`config.mk`:
```
export PLATFORM = sky130hd
export DESIGN_NAME = fft_frame_sched_flat
export DESIGN_NICKNAME = d
export VERILOG_FILES = /design/src/rtl/fft_frame_sched_if.sv /design/src/rtl/fft_frame_sched.sv /design/src/flat_wrapper.sv
export SDC_FILE = /design/constraint.sdc
export NUM_CORES = 1
export LEC_CHECK = 0
export BUFFER_PORTS_ARGS = -buffer_cell sky130_fd_sc_hd__buf_2
export CORE_ASPECT_RATIO = 0.75
export CORE_MARGIN = 4
export CORE_UTILIZATION = 47
export DETAILED_ROUTE_END_ITERATION = 8
export PLACE_DENSITY = 0.78
export SLEW_MARGIN = 5
export SYNTH_ARGS = -nofsm -noshare
export SYNTH_HDL_FRONTEND = slang
export SYNTH_SLANG_ARGS = --single-unit
```
`constraint.sdc`:
```
create_clock -name aclk -period 3.5 [get_ports aclk]
set_input_delay 0.35 -clock aclk [delete_from_list [all_inputs] [get_ports aclk]]
set_output_delay 0.35 -clock aclk [all_outputs]
set_load 0.01 [all_outputs]
```
`src/rtl/fft_frame_sched_if.sv`:
```
// Handshake and bus bundle between fft_frame_sched and its environment.
// slave: the scheduler itself; master: sample source, fft_core slave port and output-monitor taps.
interface fft_frame_sched_if #(
  parameter int DWIDTH = 32
);
  logic              i_cfg_valid;
  logic              o_cfg_ready;
  logic [10:0]       i_cfg_point;
  logic              i_cfg_inverse;
  logic [7:0]        i_cfg_frames;
  logic [DWIDTH-1:0] s_axis_tdata;
  logic              s_axis_tvalid;
  logic              s_axis_tready;
  logic [10:0]       o_fft_point;
  logic              o_fft_inverse;
  logic [DWIDTH-1:0] m_fft_tdata;
  logic              m_fft_tvalid;
  logic              i_fft_tready;
  logic              m_fft_tlast;
  logic              i_out_tvalid;
  logic              i_out_tready;
  logic              i_out_tlast;
  logic              o_busy;
  logic              o_err_cfg;
  logic              o_err_len;

  modport slave (
    input  i_cfg_valid, i_cfg_point, i_cfg_inverse, i_cfg_frames,
    input  s_axis_tdata, s_axis_tvalid, i_fft_tready,
    input  i_out_tvalid, i_out_tready, i_out_tlast,
    output o_cfg_ready, s_axis_tready, o_fft_point, o_fft_inverse,
    output m_fft_tdata, m_fft_tvalid, m_fft_tlast,
    output o_busy, o_err_cfg, o_err_len
  );

  modport master (
    output i_cfg_valid, i_cfg_point, i_cfg_inverse, i_cfg_frames,
    output s_axis_tdata, s_axis_tvalid, i_fft_tready,
    output i_out_tvalid, i_out_tready, i_out_tlast,
    input  o_cfg_ready, s_axis_tready, o_fft_point, o_fft_inverse,
    input  m_fft_tdata, m_fft_tvalid, m_fft_tlast,
    input  o_busy, o_err_cfg, o_err_len
  );
endinterface

```
`src/rtl/fft_frame_sched.sv`:
```
// Frame scheduler ahead of fft_core: zero-latency sample gating, tlast every point beats, in-flight frame limit.
// Source stalls on core tready or while MAX_INFLIGHT frames are outstanding; FFT_SCHED_STATS_EN adds stats counters.
module fft_frame_sched #(
  parameter int DWIDTH       = 32,
  parameter int MAX_INFLIGHT = 2
) (
  input  logic              aclk,
  input  logic              areset_n,
  fft_frame_sched_if.slave  bus
`ifdef FFT_SCHED_STATS_EN
  ,
  output logic [31:0]       o_frames_done,
  output logic [31:0]       o_stall_cycles
`endif
);

  typedef enum logic [1:0] {IDLE, STREAM, DRAIN} state_t;

  localparam logic [2:0] MAX_IF = 3'(MAX_INFLIGHT);

  state_t      state;
  logic [10:0] point;
  logic        inverse;
  logic [8:0]  frames_left;
  logic [10:0] in_cnt;
  logic [10:0] out_cnt;
  logic [2:0]  inflight;
  logic        err_cfg;
  logic        err_len;

  logic              point_legal;
  logic              streaming;
  logic              gate;
  logic              m_vld;
  logic              in_hs;
  logic              in_last;
  logic              in_done;
  logic              cfg_rdy;
  logic              cfg_hs;
  logic              out_hs;
  logic              out_at_end;
  logic              out_done;
  logic              len_bad;
  logic              dec;
  logic [DWIDTH-1:0] pass_dat;

  assign point_legal = bus.i_cfg_point inside {11'd16, 11'd32, 11'd64, 11'd128,
                                               11'd256, 11'd512, 11'd1024};
  assign streaming   = (state == STREAM);
  // Inflight only rises on a tlast beat, so the gate can only close between frames.
  assign gate        = (inflight < MAX_IF);
  assign m_vld       = streaming & bus.s_axis_tvalid & gate;
  assign in_last     = (in_cnt == point - 11'd1);
  assign in_hs       = m_vld & bus.i_fft_tready;
  assign in_done     = in_hs & in_last;
  assign cfg_rdy     = (state == IDLE) && (inflight == 3'd0);
  assign cfg_hs      = bus.i_cfg_valid & cfg_rdy;

  assign out_hs      = bus.i_out_tvalid & bus.i_out_tready;
  assign out_at_end  = (out_cnt == point - 11'd1);
  assign out_done    = out_hs & (bus.i_out_tlast | out_at_end);
  assign len_bad     = out_hs & ((bus.i_out_tlast ^ out_at_end) |
                                 (bus.i_out_tlast & (inflight == 3'd0)));
  assign dec         = out_done & (inflight != 3'd0);

  assign pass_dat          = bus.s_axis_tdata;
  assign bus.m_fft_tdata   = pass_dat;
  assign bus.m_fft_tvalid  = m_vld;
  assign bus.m_fft_tlast   = in_last;
  assign bus.s_axis_tready = streaming & bus.i_fft_tready & gate;
  assign bus.o_cfg_ready   = cfg_rdy;
  assign bus.o_fft_point   = point;
  assign bus.o_fft_inverse = inverse;
  assign bus.o_busy        = (state != IDLE) || (inflight != 3'd0);
  assign bus.o_err_cfg     = err_cfg;
  assign bus.o_err_len     = err_len;

  always_ff @(posedge aclk or negedge areset_n) begin
    if (!areset_n) begin
      state       <= IDLE;
      point       <= 11'd1024;
      inverse     <= 1'b0;
      frames_left <= 9'd0;
      in_cnt      <= 11'd0;
      out_cnt     <= 11'd0;
      inflight    <= 3'd0;
      err_cfg     <= 1'b0;
      err_len     <= 1'b0;
    end else begin
      err_cfg <= 1'b0;
      case (state)
        IDLE: begin
          if (cfg_hs) begin
            if (point_legal) begin
              point       <= bus.i_cfg_point;
              inverse     <= bus.i_cfg_inverse;
              frames_left <= (bus.i_cfg_frames == 8'd0) ? 9'd256 : {1'b0, bus.i_cfg_frames};
              state       <= STREAM;
            end else begin
              err_cfg <= 1'b1;
            end
          end
        end
        STREAM: begin
          if (in_done) begin
            frames_left <= frames_left - 9'd1;
            if (frames_left == 9'd1) state <= DRAIN;
          end
        end
        DRAIN: begin
          if (inflight == 3'd0) state <= IDLE;
        end
        default: state <= IDLE;
      endcase

      if (in_hs) in_cnt <= in_last ? 11'd0 : in_cnt + 11'd1;
      if (out_hs) out_cnt <= out_done ? 11'd0 : out_cnt + 11'd1;
      inflight <= inflight + {2'b00, in_done} - {2'b00, dec};

      // A length fault in the same cycle as a new job still sticks.
      if (len_bad) err_len <= 1'b1;
      else if (cfg_hs && point_legal) err_len <= 1'b0;
    end
  end

`ifdef FFT_SCHED_STATS_EN
  always_ff @(posedge aclk or negedge areset_n) begin
    if (!areset_n) begin
      o_frames_done  <= 32'd0;
      o_stall_cycles <= 32'd0;
    end else begin
      if (out_hs && bus.i_out_tlast) o_frames_done <= o_frames_done + 32'd1;
      if (streaming && bus.s_axis_tvalid && !gate) o_stall_cycles <= o_stall_cycles + 32'd1;
    end
  end
`endif

endmodule

```
`src/flat_wrapper.sv`:
```
// flat-port wrapper written by rule: the top's interface ports become plain ports
module fft_frame_sched_flat 
#(
  parameter int DWIDTH       = 32,
  parameter int MAX_INFLIGHT = 2
)
  (aclk, areset_n, bus_i_cfg_valid, bus_i_cfg_point, bus_i_cfg_inverse, bus_i_cfg_frames, bus_s_axis_tdata, bus_s_axis_tvalid, bus_i_fft_tready, bus_i_out_tvalid, bus_i_out_tready, bus_i_out_tlast, bus_o_cfg_ready, bus_s_axis_tready, bus_o_fft_point, bus_o_fft_inverse, bus_m_fft_tdata, bus_m_fft_tvalid, bus_m_fft_tlast, bus_o_busy, bus_o_err_cfg, bus_o_err_len);
  fft_frame_sched_if #(.DWIDTH(DWIDTH)) bus_i ();
  input  logic aclk;
  input  logic areset_n;
  input wire logic [$bits(bus_i.i_cfg_valid)-1:0] bus_i_cfg_valid;
  input wire logic [$bits(bus_i.i_cfg_point)-1:0] bus_i_cfg_point;
  input wire logic [$bits(bus_i.i_cfg_inverse)-1:0] bus_i_cfg_inverse;
  input wire logic [$bits(bus_i.i_cfg_frames)-1:0] bus_i_cfg_frames;
  input wire logic [$bits(bus_i.s_axis_tdata)-1:0] bus_s_axis_tdata;
  input wire logic [$bits(bus_i.s_axis_tvalid)-1:0] bus_s_axis_tvalid;
  input wire logic [$bits(bus_i.i_fft_tready)-1:0] bus_i_fft_tready;
  input wire logic [$bits(bus_i.i_out_tvalid)-1:0] bus_i_out_tvalid;
  input wire logic [$bits(bus_i.i_out_tready)-1:0] bus_i_out_tready;
  input wire logic [$bits(bus_i.i_out_tlast)-1:0] bus_i_out_tlast;
  output wire logic [$bits(bus_i.o_cfg_ready)-1:0] bus_o_cfg_ready;
  output wire logic [$bits(bus_i.s_axis_tready)-1:0] bus_s_axis_tready;
  output wire logic [$bits(bus_i.o_fft_point)-1:0] bus_o_fft_point;
  output wire logic [$bits(bus_i.o_fft_inverse)-1:0] bus_o_fft_inverse;
  output wire logic [$bits(bus_i.m_fft_tdata)-1:0] bus_m_fft_tdata;
  output wire logic [$bits(bus_i.m_fft_tvalid)-1:0] bus_m_fft_tvalid;
  output wire logic [$bits(bus_i.m_fft_tlast)-1:0] bus_m_fft_tlast;
  output wire logic [$bits(bus_i.o_busy)-1:0] bus_o_busy;
  output wire logic [$bits(bus_i.o_err_cfg)-1:0] bus_o_err_cfg;
  output wire logic [$bits(bus_i.o_err_len)-1:0] bus_o_err_len;
  assign bus_i.i_cfg_valid = bus_i_cfg_valid;
  assign bus_i.i_cfg_point = bus_i_cfg_point;
  assign bus_i.i_cfg_inverse = bus_i_cfg_inverse;
  assign bus_i.i_cfg_frames = bus_i_cfg_frames;
  assign bus_i.s_axis_tdata = bus_s_axis_tdata;
  assign bus_i.s_axis_tvalid = bus_s_axis_tvalid;
  assign bus_i.i_fft_tready = bus_i_fft_tready;
  assign bus_i.i_out_tvalid = bus_i_out_tvalid;
  assign bus_i.i_out_tready = bus_i_out_tready;
  assign bus_i.i_out_tlast = bus_i_out_tlast;
  assign bus_o_cfg_ready = bus_i.o_cfg_ready;
  assign bus_s_axis_tready = bus_i.s_axis_tready;
  assign bus_o_fft_point = bus_i.o_fft_point;
  assign bus_o_fft_inverse = bus_i.o_fft_inverse;
  assign bus_m_fft_tdata = bus_i.m_fft_tdata;
  assign bus_m_fft_tvalid = bus_i.m_fft_tvalid;
  assign bus_m_fft_tlast = bus_i.m_fft_tlast;
  assign bus_o_busy = bus_i.o_busy;
  assign bus_o_err_cfg = bus_i.o_err_cfg;
  assign bus_o_err_len = bus_i.o_err_len;
  fft_frame_sched #(.DWIDTH(DWIDTH), .MAX_INFLIGHT(MAX_INFLIGHT)) u_core (.aclk(aclk), .areset_n(areset_n), .bus(bus_i));
endmodule
```
After elaboration in Yosys (flattened, before gate mapping)
Index checks and enable logic that the tools add are counted.
W data, S select, Z words.

storage, ports and cells
  register bits = 50
  word-level logic and storage cells = 80

cells by class
  bitwise operators = 15
  reduce and logical (&&, ||, !) cells = 14
  magnitude comparators = 1
  add/subtract/negate cells = 6
  multiplexer cells = 18
  equality and inequality tests = 17

operators by type and width
  kind                     number
  $mux W9                  4
  $add A11 B1 Y11 const B  2
  $eq A11 B11 Y1           2
  $mux W11                 2
  $pmux W9 S2              1
  $and A1 B1 Y1            12
  $eq A11 B10 Y1 const B   1
  $eq A11 B11 Y1 const B   1
  $eq A11 B5 Y1 const B    1
  $eq A11 B6 Y1 const B    1
  $eq A11 B7 Y1 const B    1
  $eq A11 B8 Y1 const B    1
  $eq A11 B9 Y1 const B    1
  $sub A11 B1 Y11 const B  1
  $mux W2                  5
  $eq A9 B1 Y1 const B     1
  $sub A9 B1 Y9 const B    1
  $logic_not A8 Y1         1
  $reduce_bool A7 Y1       1
  $ne A2 B1 Y1 const B     3
  $pmux W2 S3              1
  $reduce_bool A2 Y1       3
  $mux W1                  5
  $reduce_and A5 Y1        1
  other kinds (15)         18

Depth between registers and ports, before layout
  depth in word-level cells = 7
  mapped depth = 16
  mapped depth without buffers = 16

Worst setup path after synthesis
OpenSTA, ideal clock, no wires.

  path type = flip-flop to flip-flop
  from = register u_core.point[0] (netlist: u_core.bus.o_fft_point[0])
  to = register u_core.inflight[2]
  period minus slack after synthesis = 3557 ps
  data required time = 3378 ps
  arrival = 3436 ps
  library setup time = 122 ps
  cell stages (with the launch flop) = 17
  path slack = -57 ps
  cell sequence = dfrtp_1 > or3_1 > clkbuf_1 > nor3_1 > xnor2_1 > a221oi_1 > a31oi_1 > nor3_1 > nand3_1 > ha_1 > nor3_1 > ha_1 > inv_1 > ha_1 > inv_1 > fa_1 > xor2_1

on the way
  cells in the longest elaborated chain, start to end = 6
  elaborated cells on any way between the ends = 9
  those cells by class = add/sub: 3; eq/ne: 2; bitwise: 4

ends and longest elaborated chain
  what                                                                   line                                          RTL
  start, declared                                                        fft_frame_sched.sv:22                         logic [10:0] point;
  start signal, assigned                                                 fft_frame_sched.sv:95                         point <= bus.i_cfg_point;
  $sub A11 B1 Y11 *                                                      fft_frame_sched.sv:53, fft_frame_sched.sv:60
  parallel branches: the longest is 4 deep, another holds $add A3 B1 Y3  n/a
  $sub A3 B1 Y3 *                                                        fft_frame_sched.sv:118                        inflight <= inflight + {2'b00, in_done} - {2'b00, dec};
  end signal, assigned                                                   fft_frame_sched.sv:118
  end, declared                                                          fft_frame_sched.sv:27                         logic [2:0] inflight;

Mark *: on every way between the ends.
A chain may end at the register's enable or synchronous reset.

Final worst setup path
  from = register u_core.point[0] (netlist: u_core.bus.o_fft_point[0])
  to = register u_core.inflight[1]

Same word-level chain as after synthesis.

==> flow_summary.ini <==
[route]
remaining_drc_errors = 0
drtIter0Drc = 142
routed_via_density = 5.60
vias = 2820
routed_wl_mm = 8.01
wl_per_cell_um = 15.9
ant_nets = 0
drt_first_pass_iters = 4

[floorplan]
design.core.area_um2 = 6990
fp.dieW_um = 107
start_util = 0.498
dieArea_um2 = 8870
ios = 111
core.rowCount = 26
die_h_um = 82.6

[grt]
grt_max_degree = 44
grt_overflow = 0
grt_pass1_wl_mm = 13.5
track_usage = 0.189
grt_antenna_before_repair = 0
grt_pass1_vias = 2866

[timing]
finalClockSkew_ns = 0.00801
finalCriticalPeriod_ns = 3.44
setup_viol = 0
max_slew_margin = 0.347
tightestPinTransition_ns = 0.979
rsz0062_at_grt = yes
hold_violations = 0
min_period_over_period = 0.983
slew_violations = 0
fmax_ghz = 0.291

[logic_synthesis]
synth.avg_cell_area_um2 = 9.08
synth_enable_flop_cells = 0
ys_seq_elements = 50
syn_area_um2 = 3490
async_reset_ff_frac = 1.00
ys_seq_area_frac = 0.359
synth_area_leaders = dfrtp_1 (35%), buf_4 (6.9%), xor2_1 (5.3%), xnor2_1 (4.5%), nand2_1 (3.8%)
synth_most_common_cell = dfrtp_1
synth_flop_cell = dfrtp_1
ys_types = 55
ys_top_cells_by_count = dfrtp_1 (49), nand2_1 (35), buf_4 (32), nor2_1 (27), nand3_1 (22)
synth_top_area_frac = 0.352
synth_top_cell_by_area = dfrtp_1
syn_nets = 454
synthCells = 384
yosys_warnings = 0

[worst_setup_path]
cp.arrival_ns = 3.64
crit_type = reg -> reg
startpoint_type = register
crit_fanout = 4
cp.required_ns = 3.70
crit_path_end_kind = register

[cts]
clk_latency_ns = 0.30
htreeDepth = 2
numCtsBuffers = 5
root_buffer = clkbuf_8
tritoncts = done
clock-sinks = 50
clk_pin_slew_ns = 0.09
cts_buffer_depth = 2

[placed_design]
placed_cells = 493
dp.final_hpwl_mm = 5.96
portBuffers = 46
gp_congestion = 0.872

[pwr]
peakVddDrop_mv = 0.237
leakage_nw = 1.80
power_density_nw_per_um2 = 367

[layout]
stdcell_count = 504
syn_to_final_growth_pct = 10.4
multi_input_area_um2 = 1950
drive_gt1_frac = 0.251
seq_area_um2 = 1250
post-route-util = 0.550
num_antenna_cells = 0
nets = 475
fill_cells = 606

[outcome]
outcome = finished, final reports clean

[flow_run]
maxCapViolCount = 0

[hold_path]
holdCritPathClass = in -> async
[logic make-up after synthesis]
group	count (synthesis)	synth area share
compound gates	54	0.101
xor+xnor	41	0.112
flops	50	0.359
simple gates	150	0.237
mux	15	0.0459
buf+inv	64	0.107
fa+ha+maj	10	0.0380
[area by class of cell]
| type | instances | area share |
|---|---|---|
| multi-input combinational | 270 | 0.508 |
| sequential | 50 | 0.325 |
| timing repair buffer | 63 | 0.0929 |
| tap | 98 | 0.0318 |
| clock buffer | 7 | 0.0198 |
| inverter | 15 | 0.0146 |
| clock inverter | 1 | 0.00780 |
[registers in the layout, summed over array words and instances, names as in the netlist]
name	flops
u_core.inflight	3
u_core.state	2
u_core.frames_left	9
u_core.bus.o_fft_point	11
u_core.in_cnt	11
u_core.bus.o_fft_inverse	1
u_core.bus.o_err_len	1
u_core.bus.o_err_cfg	1
u_core.out_cnt	11
[routing by layer]
metal / vias up / global-route usage / wire, µm
met5: - / 0 / 0
met4: 0 / 0.0631 / 110
met3: 13 / 0.0396 / 557
met2: 123 / 0.297 / 3600
met1: 1340 / 0.263 / 3750
li1: 1344 / - / -
[what timing repair did]
action,CTS,global route
endpoints found under the setup margin,2,3
pin swaps,0,11
hold buffers,0,0
buffers inserted,0,3
gates resized for setup,2,15
[final timing paths]
kind / from / to / slack [ns] / cells past startpoint
max: u_core.bus.o_fft_point[0] / u_core.inflight[1] / 0.06 / 16
min: areset_n / u_core.in_cnt[4] / 0.20 / 1
min in group aclk: bus_i_cfg_inverse / u_core.bus.o_fft_inverse / 0.28 / 2
max reg2reg: u_core.bus.o_fft_point[0] / u_core.inflight[1] / 0.06 / 16
min reg2reg: u_core.frames_left[7] / u_core.frames_left[7] / 0.50 / 2
max in group asynchronous: areset_n / u_core.in_cnt[10] / 2.61 / 2
[worst max-delay path, stage by stage (launching register included)]
cell and delay (ns):
dfrtp_1 0.40, buf_4 0.15, or3_4 0.36, nor3_4 0.25, xnor2_2 0.11, a221oi_2 0.27
a31oi_1 0.08, nor3_1 0.21, nand3_1 0.13, ha_2 0.21, nor3_2 0.15, ha_1 0.25
inv_1 0.06, ha_1 0.13, inv_1 0.05, fa_2 0.51, inv_1 0.04
[per-stage QoR]
stage	setup TNS, ns	cell area (µm²)	total power [W]	setup slack (ns)	hold slack [ns]
3_5_place_dp	-0.0239	3640	0.00101	-0.0239	0.487
4_1_cts	0	3750	0.00142	0.000465	0.226
5_1_grt	-0.132	3850	0.00150	-0.0825	0.278
3_3_place_gp	0	3640	0.000999	0.0773	0.475
2_1_floorplan	0	3490	0.000937	0.0828	0.0544
6_report	0	3850	0.00141	0.0587	0.203
[report_power, final]
part           leakage [nW]  total, W  internal, W  switching [W]
Combinational          1.15  0.000303     0.000146       0.000157
Sequential            0.600  0.000709     0.000629      0.0000794
Clock                0.0524  0.000402     0.000214       0.000188
[cell usage in the layout (no fill, tap or decap), types with 5 or more instances in the layout]
| cell type | synthesis | routed |
|---|---|---|
| dfrtp_1 | 49 | 49 |
| buf_2 | 5 | 46 |
| nand2_1 | 35 | 35 |
| nor2_1 | 27 | 26 |
| nand3_1 | 22 | 22 |
| xor2_1 | 21 | 21 |
| buf_4 | 32 | 17 |
| o21ai_0 | 16 | 16 |
| xnor2_1 | 18 | 15 |
| inv_1 | 15 | 13 |
| a21oi_1 | 12 | 12 |
| nor3_1 | 12 | 10 |
| and3_1 | 8 | 8 |
| mux2_2 | 8 | 8 |
| mux2i_1 | 7 | 7 |
| ha_1 | 9 | 7 |
| nor3b_1 | 6 | 6 |
| nor2b_1 | 5 | 5 |
| nor4_1 | 6 | 5 |
| clkbuf_8 | 0 | 5 |
Note: power is estimated with default switching activity, not from simulation.
